**src/rtl/dmem_dma_if.sv**
```systemverilog
// Bus bundle for dmem_dma: transfer request/status plus the two memory ports.
// The slave modport is the DMA engine; the master modport is the requester and
// memory side that drives requests and read data.
interface dmem_dma_if #(
    parameter int DATA_WIDTH = 32,
    parameter int ADDR_WIDTH = 10
);
    logic                  start;
    logic [ADDR_WIDTH-1:0] src_addr;
    logic [ADDR_WIDTH-1:0] dst_addr;
    logic [ADDR_WIDTH:0]   len;
    logic                  fill_en;
    logic [DATA_WIDTH-1:0] fill_data;
    logic                  busy;
    logic                  done;
    logic [ADDR_WIDTH-1:0] addr_a;
    logic                  we_a;
    logic [DATA_WIDTH-1:0] wdata_a;
    logic [DATA_WIDTH-1:0] rdata_a;
    logic [ADDR_WIDTH-1:0] addr_b;
    logic                  we_b;
    logic [DATA_WIDTH-1:0] wdata_b;
    logic [DATA_WIDTH-1:0] rdata_b;

    modport slave (
        input  start, src_addr, dst_addr, len, fill_en, fill_data, rdata_a, rdata_b,
        output busy, done, addr_a, we_a, wdata_a, addr_b, we_b, wdata_b
    );

    modport master (
        output start, src_addr, dst_addr, len, fill_en, fill_data, rdata_a, rdata_b,
        input  busy, done, addr_a, we_a, wdata_a, addr_b, we_b, wdata_b
    );
endinterface

```
**src/rtl/dmem_dma.sv**
```systemverilog
// dmem_dma: word-at-a-time memory copy engine over a dual-port RAM.
// Port A issues reads (one-cycle read latency), port B performs writes, giving
// one word per cycle with no bubbles. Optional fill mode (macro DMA_FILL_EN)
// writes a constant word without reading; when the macro is undefined the
// fill inputs are ignored and every transfer is a copy.
//
// state | meaning
// IDLE  | waiting for start; request inputs sampled here only
// RUN   | copy: reads being issued (writes trail by one cycle); fill: writes
// DRAIN | copy only: final write, no more reads
// DONE  | one-cycle completion pulse, then back to IDLE
module dmem_dma #(
    parameter int DATA_WIDTH = 32,
    parameter int ADDR_WIDTH = 10
) (
    input  logic        clk,
    input  logic        rst_n,
    dmem_dma_if.slave   bus
);

`ifdef DMA_FILL_EN
    localparam bit FILL_SUPPORTED = 1'b1;
`else
    localparam bit FILL_SUPPORTED = 1'b0;
`endif

    localparam logic [ADDR_WIDTH:0]   LEN_ONE  = 1;
    localparam logic [ADDR_WIDTH:0]   LEN_ZERO = '0;
    localparam logic [ADDR_WIDTH-1:0] ADDR_ONE = 1;

    typedef enum logic [1:0] {S_IDLE, S_RUN, S_DRAIN, S_DONE} state_t;

    state_t                state_q, state_d;
    logic [ADDR_WIDTH-1:0] addr_a_q, addr_a_d;
    logic [ADDR_WIDTH-1:0] addr_b_q, addr_b_d;
    logic [ADDR_WIDTH:0]   rem_q, rem_d;
    logic                  we_b_q, we_b_d;
    logic                  busy_q, busy_d;
    logic                  done_q, done_d;
    logic                  fill_q, fill_d;
    logic [DATA_WIDTH-1:0] fdata_q, fdata_d;
    logic                  fill_req;
    logic                  unused_rdata_b;

    assign fill_req       = FILL_SUPPORTED & bus.fill_en;
    assign unused_rdata_b = ^bus.rdata_b;

    // Next-state and next-output computation; rem counts reads (copy) or
    // writes (fill) still to issue after the current one.
    always_comb begin
        state_d  = state_q;
        addr_a_d = addr_a_q;
        addr_b_d = addr_b_q;
        rem_d    = rem_q;
        we_b_d   = we_b_q;
        busy_d   = busy_q;
        done_d   = 1'b0;
        fill_d   = fill_q;
        fdata_d  = fdata_q;
        case (state_q)
            S_IDLE: begin
                if (bus.start) begin
                    fill_d   = fill_req;
                    fdata_d  = bus.fill_data;
                    addr_b_d = bus.dst_addr;
                    if (bus.len == LEN_ZERO) begin
                        state_d = S_DONE;
                        done_d  = 1'b1;
                    end else begin
                        state_d = S_RUN;
                        busy_d  = 1'b1;
                        rem_d   = bus.len - LEN_ONE;
                        we_b_d  = fill_req;
                        if (!fill_req) begin
                            addr_a_d = bus.src_addr;
                        end
                    end
                end
            end
            S_RUN: begin
                if (fill_q) begin
                    if (rem_q == LEN_ZERO) begin
                        state_d = S_DONE;
                        we_b_d  = 1'b0;
                        busy_d  = 1'b0;
                        done_d  = 1'b1;
                    end else begin
                        rem_d    = rem_q - LEN_ONE;
                        addr_b_d = addr_b_q + ADDR_ONE;
                    end
                end else begin
                    // The first write trails the first read, so the write
                    // address only advances once writing is under way.
                    we_b_d = 1'b1;
                    if (we_b_q) begin
                        addr_b_d = addr_b_q + ADDR_ONE;
                    end
                    if (rem_q == LEN_ZERO) begin
                        state_d = S_DRAIN;
                    end else begin
                        rem_d    = rem_q - LEN_ONE;
                        addr_a_d = addr_a_q + ADDR_ONE;
                    end
                end
            end
            S_DRAIN: begin
                state_d = S_DONE;
                we_b_d  = 1'b0;
                busy_d  = 1'b0;
                done_d  = 1'b1;
            end
            S_DONE: begin
                state_d = S_IDLE;
            end
            default: begin
                state_d = S_IDLE;
                we_b_d  = 1'b0;
                busy_d  = 1'b0;
            end
        endcase
    end

    // State and registered outputs, synchronous active-low reset.
    always_ff @(posedge clk) begin
        if (!rst_n) begin
            state_q  <= S_IDLE;
            addr_a_q <= '0;
            addr_b_q <= '0;
            rem_q    <= '0;
            we_b_q   <= 1'b0;
            busy_q   <= 1'b0;
            done_q   <= 1'b0;
            fill_q   <= 1'b0;
            fdata_q  <= '0;
        end else begin
            state_q  <= state_d;
            addr_a_q <= addr_a_d;
            addr_b_q <= addr_b_d;
            rem_q    <= rem_d;
            we_b_q   <= we_b_d;
            busy_q   <= busy_d;
            done_q   <= done_d;
            fill_q   <= fill_d;
            fdata_q  <= fdata_d;
        end
    end

    assign bus.busy    = busy_q;
    assign bus.done    = done_q;
    assign bus.addr_a  = addr_a_q;
    assign bus.we_a    = 1'b0;
    assign bus.wdata_a = '0;
    assign bus.addr_b  = addr_b_q;
    assign bus.we_b    = we_b_q;
    assign bus.wdata_b = fill_q ? fdata_q : bus.rdata_a;

endmodule

```
**src/flat_wrapper.sv**
```systemverilog
// flat-port wrapper written by rule: the top's interface ports become plain ports
module dmem_dma_flat 
#(
    parameter int DATA_WIDTH = 32,
    parameter int ADDR_WIDTH = 10
)
  (clk, rst_n, bus_start, bus_src_addr, bus_dst_addr, bus_len, bus_fill_en, bus_fill_data, bus_rdata_a, bus_rdata_b, bus_busy, bus_done, bus_addr_a, bus_we_a, bus_wdata_a, bus_addr_b, bus_we_b, bus_wdata_b);
  dmem_dma_if #(.DATA_WIDTH(DATA_WIDTH), .ADDR_WIDTH(ADDR_WIDTH)) bus_i ();
  input  logic clk;
  input  logic rst_n;
  input wire logic [$bits(bus_i.start)-1:0] bus_start;
  input wire logic [$bits(bus_i.src_addr)-1:0] bus_src_addr;
  input wire logic [$bits(bus_i.dst_addr)-1:0] bus_dst_addr;
  input wire logic [$bits(bus_i.len)-1:0] bus_len;
  input wire logic [$bits(bus_i.fill_en)-1:0] bus_fill_en;
  input wire logic [$bits(bus_i.fill_data)-1:0] bus_fill_data;
  input wire logic [$bits(bus_i.rdata_a)-1:0] bus_rdata_a;
  input wire logic [$bits(bus_i.rdata_b)-1:0] bus_rdata_b;
  output wire logic [$bits(bus_i.busy)-1:0] bus_busy;
  output wire logic [$bits(bus_i.done)-1:0] bus_done;
  output wire logic [$bits(bus_i.addr_a)-1:0] bus_addr_a;
  output wire logic [$bits(bus_i.we_a)-1:0] bus_we_a;
  output wire logic [$bits(bus_i.wdata_a)-1:0] bus_wdata_a;
  output wire logic [$bits(bus_i.addr_b)-1:0] bus_addr_b;
  output wire logic [$bits(bus_i.we_b)-1:0] bus_we_b;
  output wire logic [$bits(bus_i.wdata_b)-1:0] bus_wdata_b;
  assign bus_i.start = bus_start;
  assign bus_i.src_addr = bus_src_addr;
  assign bus_i.dst_addr = bus_dst_addr;
  assign bus_i.len = bus_len;
  assign bus_i.fill_en = bus_fill_en;
  assign bus_i.fill_data = bus_fill_data;
  assign bus_i.rdata_a = bus_rdata_a;
  assign bus_i.rdata_b = bus_rdata_b;
  assign bus_busy = bus_i.busy;
  assign bus_done = bus_i.done;
  assign bus_addr_a = bus_i.addr_a;
  assign bus_we_a = bus_i.we_a;
  assign bus_wdata_a = bus_i.wdata_a;
  assign bus_addr_b = bus_i.addr_b;
  assign bus_we_b = bus_i.we_b;
  assign bus_wdata_b = bus_i.wdata_b;
  dmem_dma #(.DATA_WIDTH(DATA_WIDTH), .ADDR_WIDTH(ADDR_WIDTH)) u_core (.clk(clk), .rst_n(rst_n), .bus(bus_i));
endmodule
```
**config.mk**
```make
export PLATFORM = sky130hd
export DESIGN_NAME = dmem_dma_flat
export DESIGN_NICKNAME = d
export VERILOG_FILES = /design/src/rtl/dmem_dma_if.sv /design/src/rtl/dmem_dma.sv /design/src/flat_wrapper.sv
export SDC_FILE = /design/constraint.sdc
export NUM_CORES = 1
export LEC_CHECK = 0
export ABC_CLOCK_PERIOD_IN_PS = 5500
export BUFFER_PORTS_ARGS = -buffer_cell sky130_fd_sc_hd__buf_2
export CORE_ASPECT_RATIO = 0.8
export CORE_MARGIN = 5
export CORE_UTILIZATION = 45
export CTS_BUF_LIST = sky130_fd_sc_hd__clkbuf_8
export DETAILED_ROUTE_END_ITERATION = 8
export PLACE_DENSITY = 0.89
export SYNTH_ARGS = -nofsm -noshare
export SYNTH_HDL_FRONTEND = slang
export SYNTH_SLANG_ARGS = --single-unit
```
**constraint.sdc**
```tcl
create_clock -name clk -period 5.5 [get_ports clk]
set_input_delay 0.275 -clock clk [delete_from_list [all_inputs] [get_ports clk]]
set_output_delay 0.275 -clock clk [all_outputs]
set_load 0.02 [all_outputs]
```
* Yosys cells after proc, flatten, opt, wreduce, memory -nomap -nowiden
Index checks and enable logic that the tools add are counted.
Storage, ports and cells: bits in registers 36, bits of input ports 131, output and inout port bits 88, logic and storage cells 54
Operators by class: add/sub/neg operators 4, eq/ne operators 8, muxes and demuxes 24, bitwise logic cells 1, reduce and logical (&&, ||, !) cells 10
Operators by type and width (count):
- 10-bit two-way mux | 5
- 10-bit case mux with 2 select lines | 2
- 11-bit two-way mux | 3
- 11-bit zero test | 2
- 11-bit case mux with 2 select lines | 1
- 11-bit by 1-bit subtractor with 11-bit output, second input constant | 2
- 10-bit by 1-bit adder with 10-bit output, second input constant | 2
- 2-bit case mux with 4 select lines | 1
- 1-bit two-way mux | 6
- 2-bit two-way mux | 3
- 2-bit inequality test, second input constant | 3
- 3-bit AND reduction | 2
- 5-bit AND reduction | 1
- 2-bit == test, second input constant | 2
- 2-bit by 1-bit inequality test with 1-bit output, second input constant | 2
- 1-bit case mux with 2 select lines | 2
- 4-bit AND reduction | 1
- 1-bit case mux with 3 select lines | 1
- 3-bit nonzero test | 1
- 2-bit by 1-bit == test with 1-bit output, second input constant | 1
- 2-bit zero test | 1
- 2-bit AND reduction | 1
- 2-bit nonzero test | 1
- 1-bit NOT | 1

* Longest topological paths before layout
depth in word-level cells 4, gate-level depth with buffers 13, depth with buffers taken out 9

* Least setup slack after synthesis
Ideal clock, no wire load.
path kind register to register, start point register u_core.state_q[1], end point register u_core.rem_q[8], library setup time 0.134 ns, arrival time 2.638 ns, data required time 5.366 ns, slack 2.728 ns, cell stages (with the launch flop) 13, path buffers 4, period minus slack after synthesis 2.772 ns, cell sequence dfxtp_1 inv_1 ha_1 buf_2 clkbuf_1 clkbuf_1 clkbuf_1 mux2i_1 ha_1 o21ai_0 a21oi_1 xnor2_1 o22ai_1
Between the ends: longest elaborated chain between the ends 3, elaborated cells between the ends (all ways) 8, those cells by class 4 x eq/ne; 1 x mux; 3 x reduce/logical
RTL lines:
- start, declared | RTL line dmem_dma.sv:33 | state_t state_q, state_d;
- start signal, assigned | RTL line dmem_dma.sv:136 | state_q <= state_d;
- 2-bit by 1-bit == test with 1-bit output or 2-bit zero test (tied branches) | RTL line dmem_dma.sv:60 | case (state_q)
- 2-bit inequality test (no source line) or 2-bit nonzero test (tied branches)
- 4-bit AND reduction (no source line)
- end signal, assigned | RTL line dmem_dma.sv:139 | rem_q <= rem_d;
- end, declared | RTL line dmem_dma.sv:36 | logic [ADDR_WIDTH:0] rem_q, rem_d;
Parallel ways exist; a longest one is shown, timed or not. A chain may end at the register's enable or synchronous reset.

* Final worst setup path
start point register u_core.state_q[1], end point register u_core.rem_q[5]
Same word-level chain as after synthesis.

==> flow_summary.yaml <==
placement:
  io_buffers: 56
  dp_cells: 475
  dpl.hpwl_mm: 5.41
  gp_congestion: 0.955
logic_synthesis:
  yosysMostFrequentCell: "buf_4"
  synth_top_area_share_pct: 25.0
  async_reset_ff_share_pct: 0
  seq_area_frac_synth_pct: 25.0
  synth_edf_count: 0
  syn_inst: 384
  yosys-top-cells-area: "dfxtp_1, buf_4, a21oi_1, o21ai_0, nor2_1"
  ys_types: 49
  syn_avg_cell_area_sq_um: 7.51
  synth_top_flop_cell: "dfxtp_1"
  synth_area_leader_cell: "dfxtp_1"
  yosys-top-cells-count: "buf_4, dfxtp_1, a21oi_1, nor2_1, o21ai_0"
  syn-cell-area_sq_um: 2880
  ys_ff_latch: 36
  yosysWarningCount: 0
sta:
  final.setup.tns_ps: 0
  worst_slew_pin_slew_ps: 977
  fmax_ghz: 0.311
  setup_viol: 0
  relSlewSlack_pct: 34.8
  fin_crit_sh_pct: 58.4
  grt_setup_unrepaired: "false"
  slew_viol_final: 0
  finalCriticalPeriod_ps: 3210
  fin_worst_skew_ps: 4.48
  hold_viol: 0
critical_path:
  cp_cell_sequence: "inv_1 -> ha_1 -> buf_4 -> nand2b_1 -> nor4_1 -> a21o_1 -> nor4_1 -> o31a_1"
  crit_fanout: 35
  rrSetupSlack_ps: 2290
  worstSetupPathType: "reg2reg"
  crit_path_frequent_cell: "nor4_1"
  r2r.worst_path.cells: 8
  reg2reg_from: "u_core.state_q[1]$_SDFFE_PN0P_"
  start_kind: "register"
  crit_slowest_cell: "ha_1"
  required_ps: 5680
  critPathMaxStageDelay_ps: 670
  end_kind: "register"
  r2r-end: "u_core.rem_q[5]$_SDFFE_PN0P_"
  cp.arrival_ps: 3390
pwr:
  power.share.clock_pct: 11.4
  p_seq_share_pct: 29.5
  swShare_pct: 50.9
  power.switching_w: 0.000786
  vdd_drop_max_mv: 0.251
  pwr-share-comb_pct: 59.1
  intPower_w: 0.000759
  powerDensity_nw_per_um2: 529
  total_leakage_power_nw: 1.19
clock_tree:
  ctsResizeCount: 0
  clock_path_buffers: 2
  cts_tree: "built"
  clkTransAtPathRegs_ps: 70
  cts_setup_buffers: 0
  cts-buffers-inserted: 5
  numClockSinks: 36
  clock_latency_ps: 280
  root_buffer: "clkbuf_8"
  postCtsHoldBufs: 0
  cts_max_level: 2
routing:
  drcViolationCount: 0
  drtPass1Iterations: 5
  dr.first_iter.drc_count: 282
  wl_mm: 7.37
  routed-via-count: 2769
  drtAntennaViolNets: 0
  vias_per_cell: 5.74
  routedWlPerCell_um: 15.3
floorplanning:
  start_util_pct: 45.7
  die-area_sq_um: 8120
  rows: 26
  die_w_um: 99.5
  die_h_um: 81.6
  io_pins: 219
  core_area_sq_um: 6310
global_route:
  grt_pass1_vias: 2521
  grt_antenna_before_repair: 0
  grt.total_usage_pct: 18.1
  grt_overflow: 0
  grt_pass1_wl_mm: 12.1
  grt_max_degree: 36
cells_and_area:
  final_layout_size_suffix_gt1_share_pct: 17.8
  stdcell_count: 482
  syn_to_final_growth_pct: 1.22
  diodes: 0
  fill_cells: 621
  final_util_pct: 46.2
  final_nets: 537
outcome:
  outcome: "completed"
worst_hold_path:
  hold_class: "in2reg"
  hp-start: "bus_dst_addr[2]"
  hold_end: "u_core.bus.addr_b[2]$_SDFFE_PN0P_"
  holdPathStages: 3
flow_run:
  cap_viol_max_count: 0
[critical path: cells and delay by family (launching register included)]
family                   cells  cell delay, ps
AND/OR/NAND/NOR              3             700
adder cells (fa/ha/maj)      1             670
buffers and inverters        2             580
flip-flops                   1             330
AO/OA/AOI/OAI                2             810
[cell families after synthesis]
kind of cell | after synthesis | share of synthesized area (%)
adders and majority gates | 8 | 3.47
DFF | 36 | 25.0
other | 1 | 0.130
muxes | 7 | 2.43
buffers and inverters | 93 | 20.8
AOI/OAI and AO/OA | 107 | 24.0
xor gates and xnor gates | 5 | 1.52
and+or+nand+nor | 127 | 22.7
[layout by cell type (no fill, tap or decap), types with 8 or more instances in the layout]
cell type	Yosys	final
a211oi_1	8	8
a21oi_1	30	30
buf_2	3	56
conb_1	1	33
dfxtp_1	36	36
ha_1	8	8
inv_1	10	11
nand2_1	23	23
nand3_1	11	11
nor2_1	28	28
nor3_1	14	14
nor4_1	11	11
o21ai_0	24	24
or3_1	8	8
[registers in the layout, indices dropped and copies added (netlist names)]
register,flops
u_core.bus.addr_a,10
u_core.bus.addr_b,10
u_core.bus.busy,1
u_core.bus.done,1
u_core.bus.we_b,1
u_core.rem_q,11
u_core.state_q,2
[layout make-up]
cell class                 instances  area (sq um)  area share [%]
inverter                          10          37.5            1.29
clock buffer                       5          68.8            2.36
tap                               84           105            3.60
timing repair buffer              58           295            10.1
clock inverter                     2          8.76           0.300
sequential                        36           721            24.7
multi-input combinational        287          1680            57.6
[worst max-delay path by stage]
stage	startpoint	endpoint	slack [ps]	depth (start not counted)
4_1_cts	u_core.state_q[1]$_SDFFE_PN0P_	u_core.rem_q[8]$_SDFFE_PN0P_	2340	9
3_5_place_dp	u_core.state_q[1]$_SDFFE_PN0P_	u_core.rem_q[8]$_SDFFE_PN0P_	2360	9
2_1_floorplan	u_core.state_q[1]$_SDFFE_PN0P_	u_core.rem_q[8]$_SDFFE_PN0P_	2730	12
6_report	u_core.state_q[1]$_SDFFE_PN0P_	u_core.rem_q[5]$_SDFFE_PN0P_	2290	8
5_1_grt	u_core.state_q[1]$_SDFFE_PN0P_	u_core.rem_q[8]$_SDFFE_PN0P_	2040	9
3_3_place_gp	u_core.state_q[1]$_SDFFE_PN0P_	u_core.rem_q[8]$_SDFFE_PN0P_	2400	9
[through the flow]
stage	hold WS [ps]	instance area (sq um)	power (W)	setup slack, ps
floorplan	447	3000	0.00118	2730
global placement	466	2840	0.00131	2400
detailed placement	484	2840	0.00135	2360
CTS	274	2920	0.00153	2340
global route	291	2920	0.00167	2040
finish	283	2920	0.00154	2290
[power by group through the flow]
stage	combinational, W	clock [W]	sequential (W)
detailed placement	0.000898	0	0.000457
finish	0.000914	0.000176	0.000455
CTS	0.000900	0.000179	0.000452
global route	0.00101	0.000190	0.000473
floorplan	0.000681	0	0.000502
global placement	0.000864	0	0.000449
[routing by layer]
metal / track usage, % / up-vias / routed length [um]
met4: 7.09 / 0 / 95
met1: 23.4 / 1295 / 3060
met5: 0 / - / 0
met3: 4.84 / 14 / 714
met2: 28.7 / 156 / 3500
li1: - / 1304 / -
Power figures use the tool's default switching activity.
